<file path="config.mk">
export PLATFORM = sky130hd
export DESIGN_NAME = seqgen_ser
export DESIGN_NICKNAME = d
export VERILOG_FILES = /design/src/rtl/seqgen_pkg.sv /design/src/rtl/seqgen_fifo.sv /design/src/rtl/seqgen_ser.sv
export SDC_FILE = /design/constraint.sdc
export NUM_CORES = 1
export LEC_CHECK = 0
export ABC_AREA = 1
export CAP_MARGIN = 20
export CORE_UTILIZATION = 43
export DETAILED_ROUTE_END_ITERATION = 10
export PLACE_DENSITY_LB_ADDON = 0.08
export SLEW_MARGIN = 20
export SYNTH_ARGS = -nofsm -noshare
export SYNTH_HDL_FRONTEND = slang
export SYNTH_SLANG_ARGS = --single-unit
</file>
<file path="constraint.sdc">
create_clock -name Clk -period 2.9 [get_ports Clk]
set_clock_uncertainty 0.15 [all_clocks]
set_input_delay 0.87 -clock Clk [delete_from_list [all_inputs] [get_ports Clk]]
set_output_delay 0.87 -clock Clk [all_outputs]
set_load 0.05 [all_outputs]
</file>
<file path="src/rtl/seqgen_pkg.sv">
// seqgen_pkg: shared types and helpers for the seqgen_ser serial transmitter.
//   state_e   : serializer FSM states (IDLE, SHIFT)
//   WIDTH_DEF : default bits per word
//   DEPTH_DEF : default FIFO entries
//   clog2     : ceiling log2, never less than 1, for pointer/bit-index widths
package seqgen_pkg;

  typedef enum logic {
    IDLE  = 1'b0,
    SHIFT = 1'b1
  } state_e;

  localparam int WIDTH_DEF = 8;
  localparam int DEPTH_DEF = 4;

  // Returns at least 1 so a degenerate size still yields a legal vector width.
  function automatic int clog2(input int value);
    int r;
    r = 1;
    for (int i = 1; i < 31; i++) begin
      if ((1 << i) < value) r = i + 1;
    end
    return r;
  endfunction

endpackage

</file>
<file path="src/rtl/seqgen_fifo.sv">
// seqgen_fifo: circular FIFO feeding the serializer.
//   clk_i   : clock
//   rst_ni  : asynchronous active-low reset (pointers and count only)
//   push_i  : write din_i this edge (ignored while full)
//   din_i   : write data
//   pop_i   : retire the head entry this edge (ignored while empty)
//   head_o  : oldest entry, valid while !empty_o
//   full_o  : count == DEPTH
//   empty_o : count == 0
//   count_o : number of stored entries, 0..DEPTH
module seqgen_fifo
  import seqgen_pkg::*;
#(
  parameter  int WIDTH = WIDTH_DEF,
  parameter  int DEPTH = DEPTH_DEF,
  localparam int AW    = clog2(DEPTH)
) (
  input  logic             clk_i,
  input  logic             rst_ni,
  input  logic             push_i,
  input  logic [WIDTH-1:0] din_i,
  input  logic             pop_i,
  output logic [WIDTH-1:0] head_o,
  output logic             full_o,
  output logic             empty_o,
  output logic [AW:0]      count_o
);

  logic [WIDTH-1:0] mem_q [DEPTH];
  logic [AW-1:0]    wr_ptr_q, wr_ptr_d;
  logic [AW-1:0]    rd_ptr_q, rd_ptr_d;
  logic [AW:0]      count_q, count_d;
  logic             do_push, do_pop;

  assign full_o  = (count_q == (AW+1)'(DEPTH));
  assign empty_o = (count_q == '0);
  assign count_o = count_q;
  assign do_push = push_i && !full_o;
  assign do_pop  = pop_i && !empty_o;
  // Head is read straight from storage, so a word written this edge is
  // only visible (and poppable) from the next edge on: no bypass path.
  assign head_o  = mem_q[rd_ptr_q];

  always_comb begin
    wr_ptr_d = wr_ptr_q;
    rd_ptr_d = rd_ptr_q;
    count_d  = count_q;
    // DEPTH is a power of two, so pointers wrap by plain overflow.
    if (do_push) wr_ptr_d = wr_ptr_q + 1'b1;
    if (do_pop)  rd_ptr_d = rd_ptr_q + 1'b1;
    case ({do_push, do_pop})
      2'b10:   count_d = count_q + 1'b1;
      2'b01:   count_d = count_q - 1'b1;
      default: count_d = count_q;
    endcase
  end

  always_ff @(posedge clk_i or negedge rst_ni) begin
    if (!rst_ni) begin
      wr_ptr_q <= '0;
      rd_ptr_q <= '0;
      count_q  <= '0;
    end else begin
      wr_ptr_q <= wr_ptr_d;
      rd_ptr_q <= rd_ptr_d;
      count_q  <= count_d;
    end
  end

  // Storage carries data only; stale contents are harmless once count is 0.
  always_ff @(posedge clk_i) begin
    if (do_push) mem_q[wr_ptr_q] <= din_i;
  end

endmodule

</file>
<file path="src/rtl/seqgen_ser.sv">
// seqgen_ser: serial byte transmitter. Words enter through a valid/ready
// handshake into a small FIFO and leave MSB-first, one bit per clock, with
// no idle gap between consecutive words.
//   Clk       : clock
//   Reset_n   : asynchronous active-low reset
//   Din       : word to transmit          Din_valid : Din valid this cycle
//   Din_ready : FIFO not full             Pause     : freeze shifting
//   Out       : serial data, MSB first    Bit_valid : Out carries a data bit
//   Last_bit  : Out carries bit 0         Busy      : FIFO non-empty or shifting
//   Sent_cnt  : completed words, wraps
module seqgen_ser
  import seqgen_pkg::*;
#(
  parameter int WIDTH = WIDTH_DEF,
  parameter int DEPTH = DEPTH_DEF,
  parameter int CNT_W = 16
) (
  input  logic             Clk,
  input  logic             Reset_n,
  input  logic [WIDTH-1:0] Din,
  input  logic             Din_valid,
  output logic             Din_ready,
  input  logic             Pause,
  output logic             Out,
  output logic             Bit_valid,
  output logic             Last_bit,
  output logic             Busy,
  output logic [CNT_W-1:0] Sent_cnt
);

  localparam int AW = clog2(DEPTH);
  localparam int BW = clog2(WIDTH);

  state_e           state_q, state_d;
  logic [WIDTH-1:0] shreg_q, shreg_d;
  logic [BW-1:0]    bitidx_q, bitidx_d;
  logic [CNT_W-1:0] cnt_q, cnt_d;

  logic [WIDTH-1:0] fifo_head;
  logic             fifo_full, fifo_empty;
  logic [AW:0]      fifo_count;
  logic             load, word_done;

  seqgen_fifo #(
    .WIDTH (WIDTH),
    .DEPTH (DEPTH)
  ) u_fifo (
    .clk_i   (Clk),
    .rst_ni  (Reset_n),
    .push_i  (Din_valid),
    .din_i   (Din),
    .pop_i   (load),
    .head_o  (fifo_head),
    .full_o  (fifo_full),
    .empty_o (fifo_empty),
    .count_o (fifo_count)
  );

  // A word finishes on the edge that retires bit 0; the next word is loaded
  // on that same edge when one is waiting, which keeps the stream gapless.
  assign word_done = (state_q == SHIFT) && !Pause && (bitidx_q == '0);
  assign load      = !Pause && !fifo_empty && ((state_q == IDLE) || (bitidx_q == '0));

  always_comb begin
    state_d  = state_q;
    shreg_d  = shreg_q;
    bitidx_d = bitidx_q;
    cnt_d    = cnt_q;
    if (word_done) cnt_d = cnt_q + 1'b1;
    if (load) begin
      shreg_d  = fifo_head;
      bitidx_d = BW'(WIDTH - 1);
      state_d  = SHIFT;
    end else if ((state_q == SHIFT) && !Pause) begin
      if (bitidx_q != '0) begin
        shreg_d  = {shreg_q[WIDTH-2:0], 1'b0};
        bitidx_d = bitidx_q - 1'b1;
      end else begin
        state_d = IDLE;
      end
    end
  end

  always_ff @(posedge Clk or negedge Reset_n) begin
    if (!Reset_n) begin
      state_q  <= IDLE;
      bitidx_q <= '0;
      cnt_q    <= '0;
    end else begin
      state_q  <= state_d;
      bitidx_q <= bitidx_d;
      cnt_q    <= cnt_d;
    end
  end

  // Shift data is never observed outside SHIFT, so it needs no reset.
  always_ff @(posedge Clk) begin
    shreg_q <= shreg_d;
  end

  // Out is gated by the registered state, so an asserted reset forces it low
  // at once, while Pause holds state and shreg and therefore holds Out.
  assign Out       = (state_q == SHIFT) ? shreg_q[WIDTH-1] : 1'b0;
  assign Bit_valid = (state_q == SHIFT) && !Pause;
  assign Last_bit  = (state_q == SHIFT) && (bitidx_q == '0);
  assign Busy      = (fifo_count != '0) || (state_q == SHIFT);
  assign Din_ready = !fifo_full;
  assign Sent_cnt  = cnt_q;

endmodule
</file>
==> results of run 1 <==
==> cell families after synthesis <==
group	Yosys count	share of synthesized area
flops	67	0.606
buf+inv	44	0.0565
fa+ha+maj	9	0.0388
simple gates	130	0.196
xor+xnor	16	0.0452
compound gates	35	0.0577
==> registers in the layout, summed over array words and instances (netlist names) <==
name / count
Sent_cnt: 16
u_fifo.wr_ptr_q: 2
state_q: 1
bitidx_q: 3
u_fifo.count_o: 3
u_fifo.mem_q: 32
shreg_q: 8
u_fifo.rd_ptr_q: 2
==> worst paths after layout <==
path                              startpoint           endpoint  slack, ns  cells past startpoint
hold reg to reg            u_fifo.count_o[0]  u_fifo.count_o[0]       0.32                      1
setup reg to reg                 bitidx_q[0]  u_fifo.count_o[2]       0.74                     12
min in group asynchronous            Reset_n        bitidx_q[2]       0.77                      2
hold / removal             u_fifo.count_o[0]  u_fifo.count_o[0]       0.32                      1
max in group asynchronous            Reset_n  u_fifo.count_o[1]       1.57                      2
setup / recovery           u_fifo.count_o[0]          Din_ready       0.16                      3
==> layout make-up <==
| type | count | area share |
|---|---|---|
| inverters | 38 | 0.0372 |
| well taps | 96 | 0.0314 |
| flip-flops and latches | 67 | 0.490 |
| multi-input cells | 190 | 0.273 |
| repair buffers | 43 | 0.107 |
| clock buffers | 11 | 0.0343 |
| clock inverters | 5 | 0.0265 |
==> stage by stage <==
| stage | hold WS (ns) | setup WS, ns |
|---|---|---|
| after floorplan | 0.296 | 0.344 |
| after global placement | 0.313 | 0.157 |
| after global routing | 0.344 | 0.0659 |
| after detailed placement | 0.313 | 0.136 |
| final | 0.325 | 0.156 |
| after CTS | 0.327 | 0.130 |
==> worst register-to-register path: stages (launching register included) <==
cell and delay (ns):
dfrtp_1 0.36, inv_1 0.11, ha_1 0.18, nand2_1 0.07, nand2_1 0.07, nand3_2 0.07
inv_2 0.06, ha_1 0.14, inv_1 0.06, fa_1 0.37, a21oi_1 0.15, o21ai_0 0.11
xor2_1 0.15
==> cell usage after synthesis <==
cell,n,area (um2)
nand2_8,1,20.0
nor3_1,1,5.00
o21ai_1,12,60.1
nand2_2,2,12.5
nand3b_1,1,7.51
a21oi_1,2,10.0
nor2_2,1,6.26
nand3_1,9,45.0
nand3_2,2,20.0
xor2_1,9,78.8
buf_4,1,7.51
xnor2_1,7,61.3
inv_2,6,22.5
o21ai_2,1,8.76
buf_2,5,25.0
o21ai_0,20,100
edfxtp_1,40,1200
nor2_8,2,40.0
inv_1,32,120
dfrtp_1,27,676
fa_1,1,20.0
nand4_1,2,12.5
ha_1,8,100
nor2_4,4,45.0
nor2_1,42,158
nand2_1,63,236
==> report_power, final <==
group	switching, uW	total [uW]	internal [uW]
clock	330	899	569
combinational	748	1180	431
sequential	185	1490	1310
==> placed cells by master (no fill, tap or decap), drive strengths merged <==
cell type	n
clkbuf	11
nand3b	1
nand3	11
o21ai	33
nand2	66
nor2	49
clkdlybuf4s50	30
buf	13
clkinv	1
xnor2	7
a21oi	2
xor2	9
inv	38
nor3	1
fa	1
edfxtp	40
ha	8
dfrtp	27
bufinv	3
clkinvlp	1
nand4	2
==> routing by layer <==
| layer | vias up | share of wire |
|---|---|---|
| met2 | 22 | 0.45 |
| met5 | - | 0 |
| met4 | 0 | 0.016 |
| met1 | 935 | 0.50 |
| li1 | 1059 | - |
| met3 | 7 | 0.026 |
==> results by group, run 1 <==
CTS
  – CTS tree: done
  – Clk_lat worst skew: 0.33 ns
  – Hold buffers post-CTS: 0
  – Clk slew on worst S/H paths: 0.06 ns
  – Root buffer cell: clkbuf_8
  – CTS buffer count: 9
  – Clock Sink Count: 67
  – # H-tree levels: 3
  – Clock Tree Buf Depth: 2
  – Post-CTS Setup Bufs: 0
  – Resized Gates After CTS: 0

Worst setup path
  – CP Class: flip-flop to output pin
  – Maximum fanout along the worst path: 4
  – Slowest cell on the critical path: clkdlybuf4s50_1
  – CP bufs+invs: 2
  – Crit-path cells: inv_1 -> nand3_1 -> clkdlybuf4s50_1
  – Required @ worst endpoint: 1.88 ns
  – Worst EP arrival: 1.72 ns
  – Setup crit end kind: output pin
  – Worst setup SP type: flip-flop
  – Crit path largest cell delay: 0.82 ns
  – CP delay by family, top: buffers and inverters

STA
  – Total negative slack: 0 ns
  – Slew HR: 0.613
  – Max Fclk: 364 MHz
  – Final Max Tran Viols: 0
  – Tmin final: 2.74 ns
  – Unrepaired setup endpoints after global routing: false
  – # setup viols final: 0
  – Worst Tran Pin Value: 0.580 ns
  – Period Utilization, post-route: 0.946
  – Final hold violations: 0

GRT
  – Met3 Resource Use GR: 0.0341
  – GR Layer Usage met2: 0.234
  – Vias in the first global route: 1,871
  – First-pass GRT wire length: 9160 um
  – GRT Resource Usage Total: 0.163
  – GRT busiest layer: met1
  – Global route overflow: 0
  – Met1 Usage GRT: 0.236
  – Initial antenna violation count: 0
  – Largest net degree at the start of global routing: 28

Routing
  – Routed wire length: 5440 um
  – DRC Markers: 0
  – DR WL/cell: 12.1 um
  – Vias: 2,023
  – Drt pass-1 iters: 4
  – Post-DRT Antenna Nets: 0
  – Initial DRC count: 78
  – Via-to-Cell Ratio: 4.50

Floorplanning
  – Core area: 0.00687 mm2
  – I/O pin count: 33
  – DIE AREA: 0.00755 mm2
  – Core Rows: 30
  – Die Y-Extent: 86.9 um
  – Die span in x: 86.9 um
  – Initial Utilization: 0.451

Synth
  – FF+latch count, synth: 67
  – Post-synth net total: 322
  – Synth Instances: 301
  – Seq/Total Area, Yosys: 0.606
  – Post-Synthesis Cell Area: 0.00310 mm2
  – Yosys warning count: 0
  – Synthesized area per cell: 10.3 um2
  – Netlist cell types: 26

Layout
  – Diodes inserted: 0
  – Final Cell Area: 0.00383 mm2
  – Nets: 370
  – Share of cells above drive strength 1: 0.127
  – Layout filler cell count: 606
  – Final core utilization: 0.558
  – Multi-input gate area: 0.00105 mm2
  – FF+latch area: 0.00188 mm2
  – Final cell count without fillers: 450
  – Layout area overhead: 23.6%

Pwr
  – Final Power: 3570 uW
  – VDD IR max: 0.344 mV
  – Pwr Density: 932 mW/mm2
  – Pleak: 0.00164 uW

Place
  – DP Wirelength: 3830 um
  – Port-buffer cells: 32
  – GPL Wtd Cong: 0.739
  – Area post-placement: 0.00360 mm2
  – DP Cell Count: 434

Status
  – Status: complete, no violations

Min path
  – Hold Crit Class: flip-flop to flip-flop

Job
  – Max-cap violations: 0
(Power assumes the default switching activity.)
==> run 2, diff against run 1 <==
--- a/config.mk
+++ b/config.mk
@@ -7,8 +7,9 @@
 export LEC_CHECK = 0
 export ABC_AREA = 1
 export CAP_MARGIN = 20
-export CORE_UTILIZATION = 43
+export CORE_UTILIZATION = 56
 export DETAILED_ROUTE_END_ITERATION = 10
+export HOLD_SLACK_MARGIN = 0.1
 export PLACE_DENSITY_LB_ADDON = 0.08
 export SLEW_MARGIN = 20
 export SYNTH_ARGS = -nofsm -noshare
==> run 2 against run 1 <==
Sequential share of layout area grew 1.1 points. Largest cell class unchanged. Critical path type unchanged. Design area decreased by 2.2%. Via count up 4.9%.
==> results by group, run 2 (synthesis results as in run 1) <==
Min path
  – Hold Crit Start: u_fifo.count_o[0]
  – Hold Crit Class: flip-flop to flip-flop

CTS
  – CTS tree: done
  – Resized Gates After CTS: 0
  – Clock Sink Count: 67
  – Post-CTS Setup Bufs: 0
  – Root buffer cell: clkbuf_8
  – Hold buffers post-CTS: 0
  – CTS buffer count: 9
  – Clock Tree Buf Depth: 2
  – Clk_lat worst skew: 0.33 ns
  – Clk slew on worst S/H paths: 0.07 ns
  – # H-tree levels: 3

Layout
  – Final Cell Area: 0.00375 mm2
  – Commonest non-fill, non-tap cell in the layout: nand2_1
  – Register with the most flip-flops: u_fifo.mem_q
  – Layout area overhead: 20.9%
  – Share of cells above drive strength 1: 0.127
  – Largest register FFs: 32
  – Nets: 370
  – Diodes inserted: 0
  – Most frequent cells in the layout: 63 x nand2_1, 42 x nor2_1, 40 x edfxtp_1

Routing
  – Initial DRC count: 134
  – Vias: 2,123
  – Via-to-Cell Ratio: 5.02
  – DR WL/cell: 13.2 um
  – Post-DRT Antenna Nets: 0
  – Drt pass-1 iters: 4
  – DRC Markers: 0
  – Routed wire length: 5590 um

Floorplanning
  – DIE AREA: 0.00584 mm2
  – Die Y-Extent: 76.4 um
  – Core Rows: 26
  – I/O pin count: 33
  – Initial Utilization: 0.595
  – Core area: 0.00520 mm2
  – Die span in x: 76.4 um

STA
  – Period Utilization, post-route: 0.948
  – Slew HR: 0.642
  – Unrepaired setup endpoints after global routing: false
  – Final Max Tran Viols: 0
  – Worst Tran Pin Value: 0.537 ns
  – Tmin final: 2.75 ns
  – # setup viols final: 0
  – Total negative slack: 0 ns
  – Max Fclk: 364 MHz
  – Final hold violations: 0

Job
  – Max-cap violations: 0

Status
  – Status: complete, no violations

Place
  – GPL Wtd Cong: 0.744
  – DP Wirelength: 3750 um
  – Port-buffer cells: 32
  – Area post-placement: 0.00356 mm2

GRT
  – Vias in the first global route: 2,061
  – Global route overflow: 0
  – Largest net degree at the start of global routing: 28
  – GRT Resource Usage Total: 0.219
  – First-pass GRT wire length: 9580 um
  – Initial antenna violation count: 0

Pwr
  – Pwr Density: 914 mW/mm2
  – Pleak: 0.00162 uW
  – VDD IR max: 0.451 mV

Worst setup path
  – Setup crit end kind: output pin
  – CP Class: flip-flop to output pin
  – R2r startpoint: bitidx_q[0]
  – Worst EP arrival: 1.73 ns
  – Required @ worst endpoint: 1.88 ns
  – Worst setup SP type: flip-flop
  – Worst Setup SP: state_q
  – Maximum fanout along the worst path: 4
[run 2: report_power, final]
group | internal [uW] | switching [uW] | leakage, uW
logic | 436 | 774 | 0.000825
clock network | 389 | 334 | 0.0000898
registers | 1310 | 182 | 0.000701
[run 2: critical path: stages (launching register included)]
cell	delay, ns
dfrtp_1	0.39
inv_2	0.10
nand4_1	0.10
clkdlybuf4s50_1	0.80
[run 2: final cells by class]
type                            instances  area (um2)
Sequential cell                        67        1880
Fill cell                             394        1460
Multi-Input combinational cell        190        1050
Timing Repair Buffer                   43         410
Inverter                               38         143
Clock buffer                           10         128
Tap cell                               70        87.6
Clock inverter                          5        55.1
[run 2: path summary, 6_finish.rpt]
check | slack [ns] | endpoint | cells past startpoint
max | 0.15 | Busy | 3
min | 0.33 | u_fifo.count_o[0] | 1
max reg2reg | 0.71 | u_fifo.count_o[2] | 12
min reg2reg | 0.33 | u_fifo.count_o[0] | 1
max in group asynchronous | 1.55 | Sent_cnt[12] | 2
min in group asynchronous | 0.77 | bitidx_q[2] | 2
[run 2: layer usage]
metal / track usage / part of all wire / up-vias
met5: 0 / 0 / -
met4: 0.0981 / 0.013 / 0
met3: 0.0491 / 0.052 / 8
met2: 0.338 / 0.48 / 58
met1: 0.299 / 0.46 / 995
li1: - / - / 1062
[run 2: through the flow]
| stage | util | total power, uW | std cells | hold WS [ns] | setup slack [ns] |
|---|---|---|---|---|---|
| after floorplan | - | 2330 | 301 | 0.296 | 0.344 |
| after global placement | 0.685 | 2670 | 408 | 0.315 | 0.161 |
| after detailed placement | 0.685 | 2710 | 408 | 0.325 | 0.113 |
| after CTS | 0.720 | 3450 | 423 | 0.339 | 0.123 |
| after global routing | 0.720 | 3660 | 423 | 0.355 | 0.0544 |
| final | 0.720 | 3420 | 423 | 0.333 | 0.150 |
==> run 3, diff against run 2 <==
--- a/config.mk
+++ b/config.mk
@@ -6,6 +6,7 @@
 export NUM_CORES = 1
 export LEC_CHECK = 0
 export ABC_AREA = 1
+export ABC_CLOCK_PERIOD_IN_PS = 2900
 export CAP_MARGIN = 20
 export CORE_UTILIZATION = 56
 export DETAILED_ROUTE_END_ITERATION = 10
==> results of run 3 <==
Same layout as run 2: the final DEF is identical, and so are final timing and power.
